File: src/rtl/if_pkg.sv
// if_pkg: shared word/entry types and the default reset PC for the fetch stage.
package if_pkg;
  localparam logic [31:0] RESET_PC_DEFAULT = 32'h0000_0000;
  typedef logic [31:0] word_t;
  typedef struct packed {
    logic [31:0] instr;
    logic [31:0] pc;
  } if_entry_t;
endpackage

File: src/rtl/if_fifo.sv
// if_fifo: synchronous FIFO of fetch entries; flush outranks push and pop.
module if_fifo
  import if_pkg::*;
#(
  parameter int DEPTH = 2
) (
  input  logic                    clk,
  input  logic                    rst_n,
  input  logic                    push,
  input  if_entry_t               din,
  input  logic                    pop,
  input  logic                    flush,
  output logic                    full,
  output logic                    empty,
  output logic [$clog2(DEPTH):0]  count,
  output if_entry_t               head
);
  localparam int AW = $clog2(DEPTH);
  if_entry_t mem_q [DEPTH];
  logic [AW-1:0] wr_q, wr_d, rd_q, rd_d;
  logic [AW:0] cnt_q, cnt_d;
  logic do_push, do_pop;
  always_comb begin
    full = cnt_q == (AW+1)'(DEPTH);
    empty = cnt_q == '0;
    count = cnt_q;
    head = mem_q[rd_q];
    do_pop = pop && !empty;
    do_push = push && (!full || do_pop);
    wr_d = flush ? '0 : wr_q + AW'(do_push);
    rd_d = flush ? '0 : rd_q + AW'(do_pop);
    cnt_d = flush ? '0 : cnt_q + (AW+1)'(do_push) - (AW+1)'(do_pop);
  end
  always_ff @(posedge clk or negedge rst_n)
    if (!rst_n) begin
      wr_q <= '0;
      rd_q <= '0;
      cnt_q <= '0;
    end else begin
      wr_q <= wr_d;
      rd_q <= rd_d;
      cnt_q <= cnt_d;
    end
  // storage needs no reset: nothing is read before it is written
  always_ff @(posedge clk)
    if (do_push && !flush) mem_q[wr_q] <= din;
  assert property (@(posedge clk) disable iff (!rst_n) !(push && full && !pop && !flush))
    else $error("if_fifo overflow");
endmodule

File: src/rtl/if_stage.sv
// if_stage: RV32I instruction fetch with in-order imem requests, a small decode FIFO and redirect flush.
// Optional IF_PERF_CNT_EN adds saturating stall/flush counters.
module if_stage
  import if_pkg::*;
#(
  parameter logic [31:0] RESET_PC  = RESET_PC_DEFAULT,
  parameter int          DEPTH     = 2,
  parameter int          MAX_OUTST = 2
) (
  input  logic        clk,
  input  logic        rst_n,
  output logic        imem_req_valid,
  input  logic        imem_req_ready,
  output logic [31:0] imem_req_addr,
  input  logic        imem_rsp_valid,
  input  logic [31:0] imem_rsp_data,
  input  logic        redirect_valid,
  input  logic [31:0] redirect_pc,
  output logic        id_valid,
  input  logic        id_ready,
  output logic [31:0] id_instr,
  output logic [31:0] id_pc,
  output logic [31:0] id_pcplus4
`ifdef IF_PERF_CNT_EN
  ,
  output logic [31:0] if_stall_cnt,
  output logic [31:0] if_flush_cnt
`endif
);
  localparam int CW = $clog2(MAX_OUTST) + 1;
  localparam int FW = $clog2(DEPTH) + 1;
  logic started_q, started_d;
  logic [31:0] pc_q, pc_d;
  logic [CW-1:0] out_q, out_d, drop_q, drop_d;
  logic accept, keep;
  if_entry_t aq_din, aq_head, iq_din, iq_head;
  logic aq_full, aq_empty, iq_full, iq_empty;
  logic [FW-1:0] aq_count, iq_count;
  logic unused_ok;
  always_comb begin
    imem_req_addr = {pc_q[31:2], 2'b00};
    imem_req_valid = started_q && !redirect_valid
                     && (32'(out_q) + 32'(iq_count) < 32'(DEPTH))
                     && (32'(out_q) < 32'(MAX_OUTST));
    accept = imem_req_valid && imem_req_ready;
    keep = imem_rsp_valid && drop_q == '0;
    aq_din = '{instr: '0, pc: imem_req_addr};
    iq_din = '{instr: imem_rsp_data, pc: aq_head.pc};
    id_valid = !iq_empty;
    id_instr = id_valid ? iq_head.instr : '0;
    id_pc = id_valid ? iq_head.pc : '0;
    id_pcplus4 = id_valid ? iq_head.pc + 32'd4 : '0;
    started_d = 1'b1;
    pc_d = redirect_valid ? {redirect_pc[31:2], 2'b00} : accept ? pc_q + 32'd4 : pc_q;
    out_d = out_q + CW'(accept) - CW'(imem_rsp_valid);
    // every request still in flight at a redirect is stale, except one returning right now
    drop_d = redirect_valid ? out_q - CW'(imem_rsp_valid)
           : (imem_rsp_valid && drop_q != '0) ? drop_q - CW'(1) : drop_q;
  end
  always_ff @(posedge clk or negedge rst_n)
    if (!rst_n) begin
      started_q <= 1'b0;
      pc_q <= RESET_PC;
      out_q <= '0;
      drop_q <= '0;
    end else begin
      started_q <= started_d;
      pc_q <= pc_d;
      out_q <= out_d;
      drop_q <= drop_d;
    end
  if_fifo #(.DEPTH(DEPTH)) u_addr_q (
    .clk(clk), .rst_n(rst_n), .push(accept), .din(aq_din), .pop(keep),
    .flush(redirect_valid), .full(aq_full), .empty(aq_empty), .count(aq_count), .head(aq_head)
  );
  if_fifo #(.DEPTH(DEPTH)) u_instr_q (
    .clk(clk), .rst_n(rst_n), .push(keep), .din(iq_din), .pop(id_valid && id_ready),
    .flush(redirect_valid), .full(iq_full), .empty(iq_empty), .count(iq_count), .head(iq_head)
  );
  assign unused_ok = ^{aq_full, aq_count, aq_head.instr, iq_full, redirect_pc[1:0]};
  assert property (@(posedge clk) disable iff (!rst_n) keep |-> !aq_empty)
    else $error("if_stage response without a matching request");
`ifdef IF_PERF_CNT_EN
  logic [31:0] stall_q, stall_d, flush_q, flush_d;
  always_comb begin
    stall_d = (id_ready && !id_valid && stall_q != '1) ? stall_q + 32'd1 : stall_q;
    flush_d = (redirect_valid && flush_q != '1) ? flush_q + 32'd1 : flush_q;
  end
  always_ff @(posedge clk or negedge rst_n)
    if (!rst_n) begin
      stall_q <= '0;
      flush_q <= '0;
    end else begin
      stall_q <= stall_d;
      flush_q <= flush_d;
    end
  assign if_stall_cnt = stall_q;
  assign if_flush_cnt = flush_q;
`endif
endmodule

File: config.mk
export PLATFORM = sky130hd
export DESIGN_NAME = if_stage
export DESIGN_NICKNAME = d
export VERILOG_FILES = /design/src/rtl/if_pkg.sv /design/src/rtl/if_fifo.sv /design/src/rtl/if_stage.sv
export SDC_FILE = /design/constraint.sdc
export NUM_CORES = 1
export LEC_CHECK = 0
export BUFFER_PORTS_ARGS = -buffer_cell sky130_fd_sc_hd__buf_2
export CAP_MARGIN = 20
export CORE_MARGIN = 2
export CORE_UTILIZATION = 45
export CTS_BUF_LIST = sky130_fd_sc_hd__clkbuf_16
export DETAILED_ROUTE_END_ITERATION = 6
export PLACE_DENSITY = 0.72
export SLEW_MARGIN = 20
export SYNTH_ARGS = -nofsm -noshare
export SYNTH_HDL_FRONTEND = slang
export SYNTH_HIERARCHICAL = 1
export SYNTH_SLANG_ARGS = --single-unit
File: constraint.sdc
create_clock -name clk -period 8.2 [get_ports clk]
set_input_delay 1.64 -clock clk [delete_from_list [all_inputs] [get_ports clk]]
set_output_delay 1.64 -clock clk [all_outputs]
set_load 0.005 [all_outputs]
# Word-level counts from Yosys, hierarchy flattened
# Memory sizes are Yosys's and may differ from the RTL's.
# Cells that the tools add are included.
# word_totals
ff_bits	45
mem_bits_rw	188
inputBits	70
output_inout_bits	130
word_cells	74
n_memories	2
# memory_table
name	depth	word_bits	read_ports	rd_ports_with_merged_regs	wr	line	source
u_instr_q.mem_q	2	64	1	0	1	if_fifo.sv:19	if_entry_t mem_q [DEPTH];
u_addr_q.mem_q	2	30	1	0	1	if_fifo.sv:19	
# classes
add_sub_neg	15
n_lt_le_gt_ge	2
n_eq_ne	2
muxes	17
reduce_logical	26
# ops
op	count
32-bit 2-to-1 mux	5
32-bit by 3-bit adder with 32-bit output (second input constant)	2
1-bit logical AND	13
1-bit 2-to-1 mux	8
2-bit 2-to-1 mux	4
2-bit by 1-bit subtractor with 2-bit output	4
2-bit by 1-bit adder with 2-bit output	3
2-bit zero test	3
2-bit nonzero test	3
1-bit zero test	5
1-bit adder	4
2-bit == test (second input constant)	2
2-bit by 2-bit adder with 3-bit output	1
3-bit by 2-bit < comparator with 1-bit output (second input constant)	1
1-bit logical OR	2
2-bit < comparator (second input constant)	1
2-bit by 1-bit subtractor with 2-bit output (second input constant)	1

# Longest topological paths before layout
# logic_depth
word_depth	9
depth_mapped	14
ltp_nobuf	12

# Modules after synthesis
# Netlist, hierarchy kept.
# modules_own_cells
module	n_inst	cells_per_inst	area_per_inst_um2	seq_area_each_um2
if_fifo (u_addr_q)	1	222	5071.1	3943.8
if_fifo (u_instr_q)	1	228	4883.4	3943.8
if_stage	1	437	3378.2	875.8

# Least setup slack after synthesis
# OpenSTA, ideal clock, no wires.
# synth_path
path_type	in2reg
from	input port redirect_valid
to	memory u_addr_q/mem_q[1][0] (netlist bit) (enable)
setup_time_ps	579
t_arrival_ps	7362
required_ps	7621
path_slack_ps	259
stages	8
cell_sequence	buf_2 nor4_4 nand3_2 inv_1 buf_2 buf_2 o21ai_4 nor3b_1
# synth_via
elab_chain_cells	9
# synth_lines
element	line	source
from (decl)	if_stage.sv:17	input logic redirect_valid,
1-bit zero test	if_stage.sv:42	imem_req_valid = started_q && !redirect_valid
1-bit logical AND	if_stage.sv:42	
1-bit logical AND	if_stage.sv:43	&& (32'(out_q) + 32'(iq_count) < 32'(DEPTH))
1-bit logical AND	if_stage.sv:44	&& (32'(out_q) < 32'(MAX_OUTST));
1-bit logical AND	if_stage.sv:45	accept = imem_req_valid && imem_req_ready;
via accept	if_stage.sv:35	logic accept, keep;
1-bit logical AND	if_fifo.sv:29	do_push = push && (!full || do_pop);
1-bit logical AND	if_fifo.sv:46	if (do_push && !flush) mem_q[wr_q] <= din;
1-bit 2-to-1 mux	if_fifo.sv:46	
1-bit 2-to-1 mux (implied by the code)	if_fifo.sv:46	
to (decl)	if_fifo.sv:19	
# The timed path passes the listed nets, and every way through them passes these cells.

==> impl_metrics.yaml <==
outcome:
  status: "complete, no violations"
timing:
  period_needed_ps: 5620
  setup_violations: 0
  worst_hold_slack_ps: 541
  fin_crit_sh_pct: 68.5
  fmax_mhz: 178
  drv_slew: 0
  report.final.hold_viol_count: 0
  rsz0062_at_grt: "false"
  finClkSkew_ps: 11.9
  relSlewSlack_pct: 27.3
  worstMarginPinSlew_ps: 1090
  fin_tns_setup_ps: 0
critical_path:
  critPathSlowestCell: "dfrtp_2"
  startpoint_type: "register"
  worstPathMaxFanout: 34
  required_ps: 6560
  r2r_end: "u_addr_q/count[1]"
  reg2reg_from: "u_instr_q/count[0]"
  cp-end-kind: "primary output"
  path_class: "register to primary output"
  worstRegToRegCells: 12
  r2r_slack_ps: 4240
  path_cells: "buf_4, mux2_1, ha_1, nand4_1, nor4_1, xnor2_1, nor2_1, buf_2"
  cp_slowest_stage_delay_ps: 870
  arrival_ps: 3980
clocking:
  clock_latency_ps: 510
  cts-resized-gates: 0
  clkTransAtPathRegs_ps: 60
  cts_tree: "yes"
  postCtsHoldBufs: 0
  root_buffer: "clkbuf_16"
  cts_num_sinks: 235
  post_cts_buffers: 0
  cts_buffer_depth: 3
  cts-htree-levels: 1
  cts_buffers: 25
placed_design:
  hpwl_um: 14700
  io_buffers: 195
  finalWeightedCongestion: 0.841
drt:
  drt-initial-drc-count: 473
  drtPass1Iterations: 5
  post_drt_wl_per_cell_um: 17.3
  vias_per_cell: 5.26
  drc_errors: 0
  drtAntennaViolNets: 0
  drt_wl_total_um: 22800
  vias: 6946
cells_and_area:
  nets: 1058
  multi_input_area_um2: 3850
  post-route-util_pct: 53.8
  fill_cells: 2047
  drive_gt1_share_pct: 31.8
  diodes: 0
  regArea_um2: 6840
  area_delta_synth_final_pct: 18.3
floorplanning:
  die_h_um: 160
  core_um2: 24100
  dieWidth_um: 160
  die-area_um2: 25600
  start_util_pct: 45.5
  ioPinCount: 200
  num_rows: 57
synth:
  syn_avg_cell_area_um2: 13.9
  netlist_area_um2: 11000
  synthCells: 787
  yosysWarnings: 6
global_route:
  antenna_found_initial: 0
  overflow: 0
  grt_pass1_wl_um: 35600
  grt_start_max_net_pins: 97
  grt_pass1_vias: 6712
  grt_usage_pct: 17.1
hold_path:
  hold_depth: 1
  hold_start: "out_q[0]"
  worstHoldPathType: "register to register"
  worstHoldEndpoint: "out_q[0]"
job:
  max_cap_violations: 0
pwr:
  total_power_mw: 2.81
  power_per_cell_area_nw_per_um2: 217
  irDropWorstVdd_uv: 131
  power_leakage_nw: 5.03
## critical path: cells and delay by family, from the launching register on
kind | cells | cell delay, ps
flip-flops | 1 | 870
buffers and inverters | 2 | 720
XOR/XNOR | 1 | 180
AND/OR/NAND/NOR | 3 | 950
multiplexers | 1 | 370
adder cells (fa/ha/maj) | 1 | 360
## cells in the final DEF, fill, tap and decap left out, drive strengths merged, types with 14 or more instances in the layout
| master | instances |
|---|---|
| buf | 201 |
| edfxtp | 192 |
| mux2 | 99 |
| nor2b | 66 |
| nor2 | 53 |
| nand2 | 48 |
| dfrtp | 43 |
| nand3 | 31 |
| o21ai | 26 |
| clkbuf | 25 |
| xnor2 | 23 |
| inv | 21 |
| nor4 | 14 |
## sequential cells by signal, summed over array words and instances (netlist names)
register / flops
out_q: 2
u_addr_q/mem_q: 64
u_instr_q/wr_q: 1
u_addr_q/rd_q: 1
u_addr_q/count: 2
pc_q: 30
u_instr_q/mem_q: 128
u_instr_q/count: 2
drop_q: 2
u_instr_q/rd_q: 1
u_addr_q/wr_q: 1
started_q: 1
## report_power, final
part | switching, mW | total, mW | internal, mW
Clock | 0.443 | 1.06 | 0.617
Combinational | 0.171 | 0.309 | 0.138
Sequential | 0.0696 | 1.45 | 1.38
## through the flow
| stage | setup WS, ps | area (um2) | std cells |
|---|---|---|---|
| 2_1_floorplan | 849 | 11000 | 792 |
| 3_3_place_gp | 3140 | 12200 | 1275 |
| 3_5_place_dp | 3090 | 12200 | 1275 |
| 4_1_cts | 2560 | 13000 | 1320 |
| 5_1_grt | 2290 | 13000 | 1320 |
| 6_report | 2580 | 13000 | 1320 |
## layout make-up
class	instances	area share (%)
Inverter	16	0.463
Timing Repair Buffer	201	7.90
Tap cell	324	3.13
Sequential cell	235	52.8
Multi-Input combinational cell	499	29.7
Clock inverter	20	1.17
Clock buffer	25	4.83
## how the worst max path moves through the flow
stage / end / start / slack [ps] / cells after the start
floorplan: u_instr_q/mem_q[1][0] / id_ready / 850 / 3
global placement: id_pcplus4[30] / u_instr_q/rd_q / 3140 / 8
detailed placement: id_pcplus4[30] / u_instr_q/rd_q / 3090 / 8
CTS: id_pcplus4[30] / u_instr_q/rd_q / 2560 / 8
global route: id_pcplus4[30] / u_instr_q/rd_q / 2290 / 8
finish: id_pcplus4[30] / u_instr_q/rd_q / 2580 / 8
## routing by layer
layer / wire length (um) / part of all wire [%] / track usage (%)
met1: 10500 / 46 / 24.2
met3: 1320 / 5.8 / 2.99
met5: 0 / 0 / 0
met4: 393 / 1.7 / 4.59
met2: 10500 / 46 / 27.5
(Power assumes the default switching activity.)
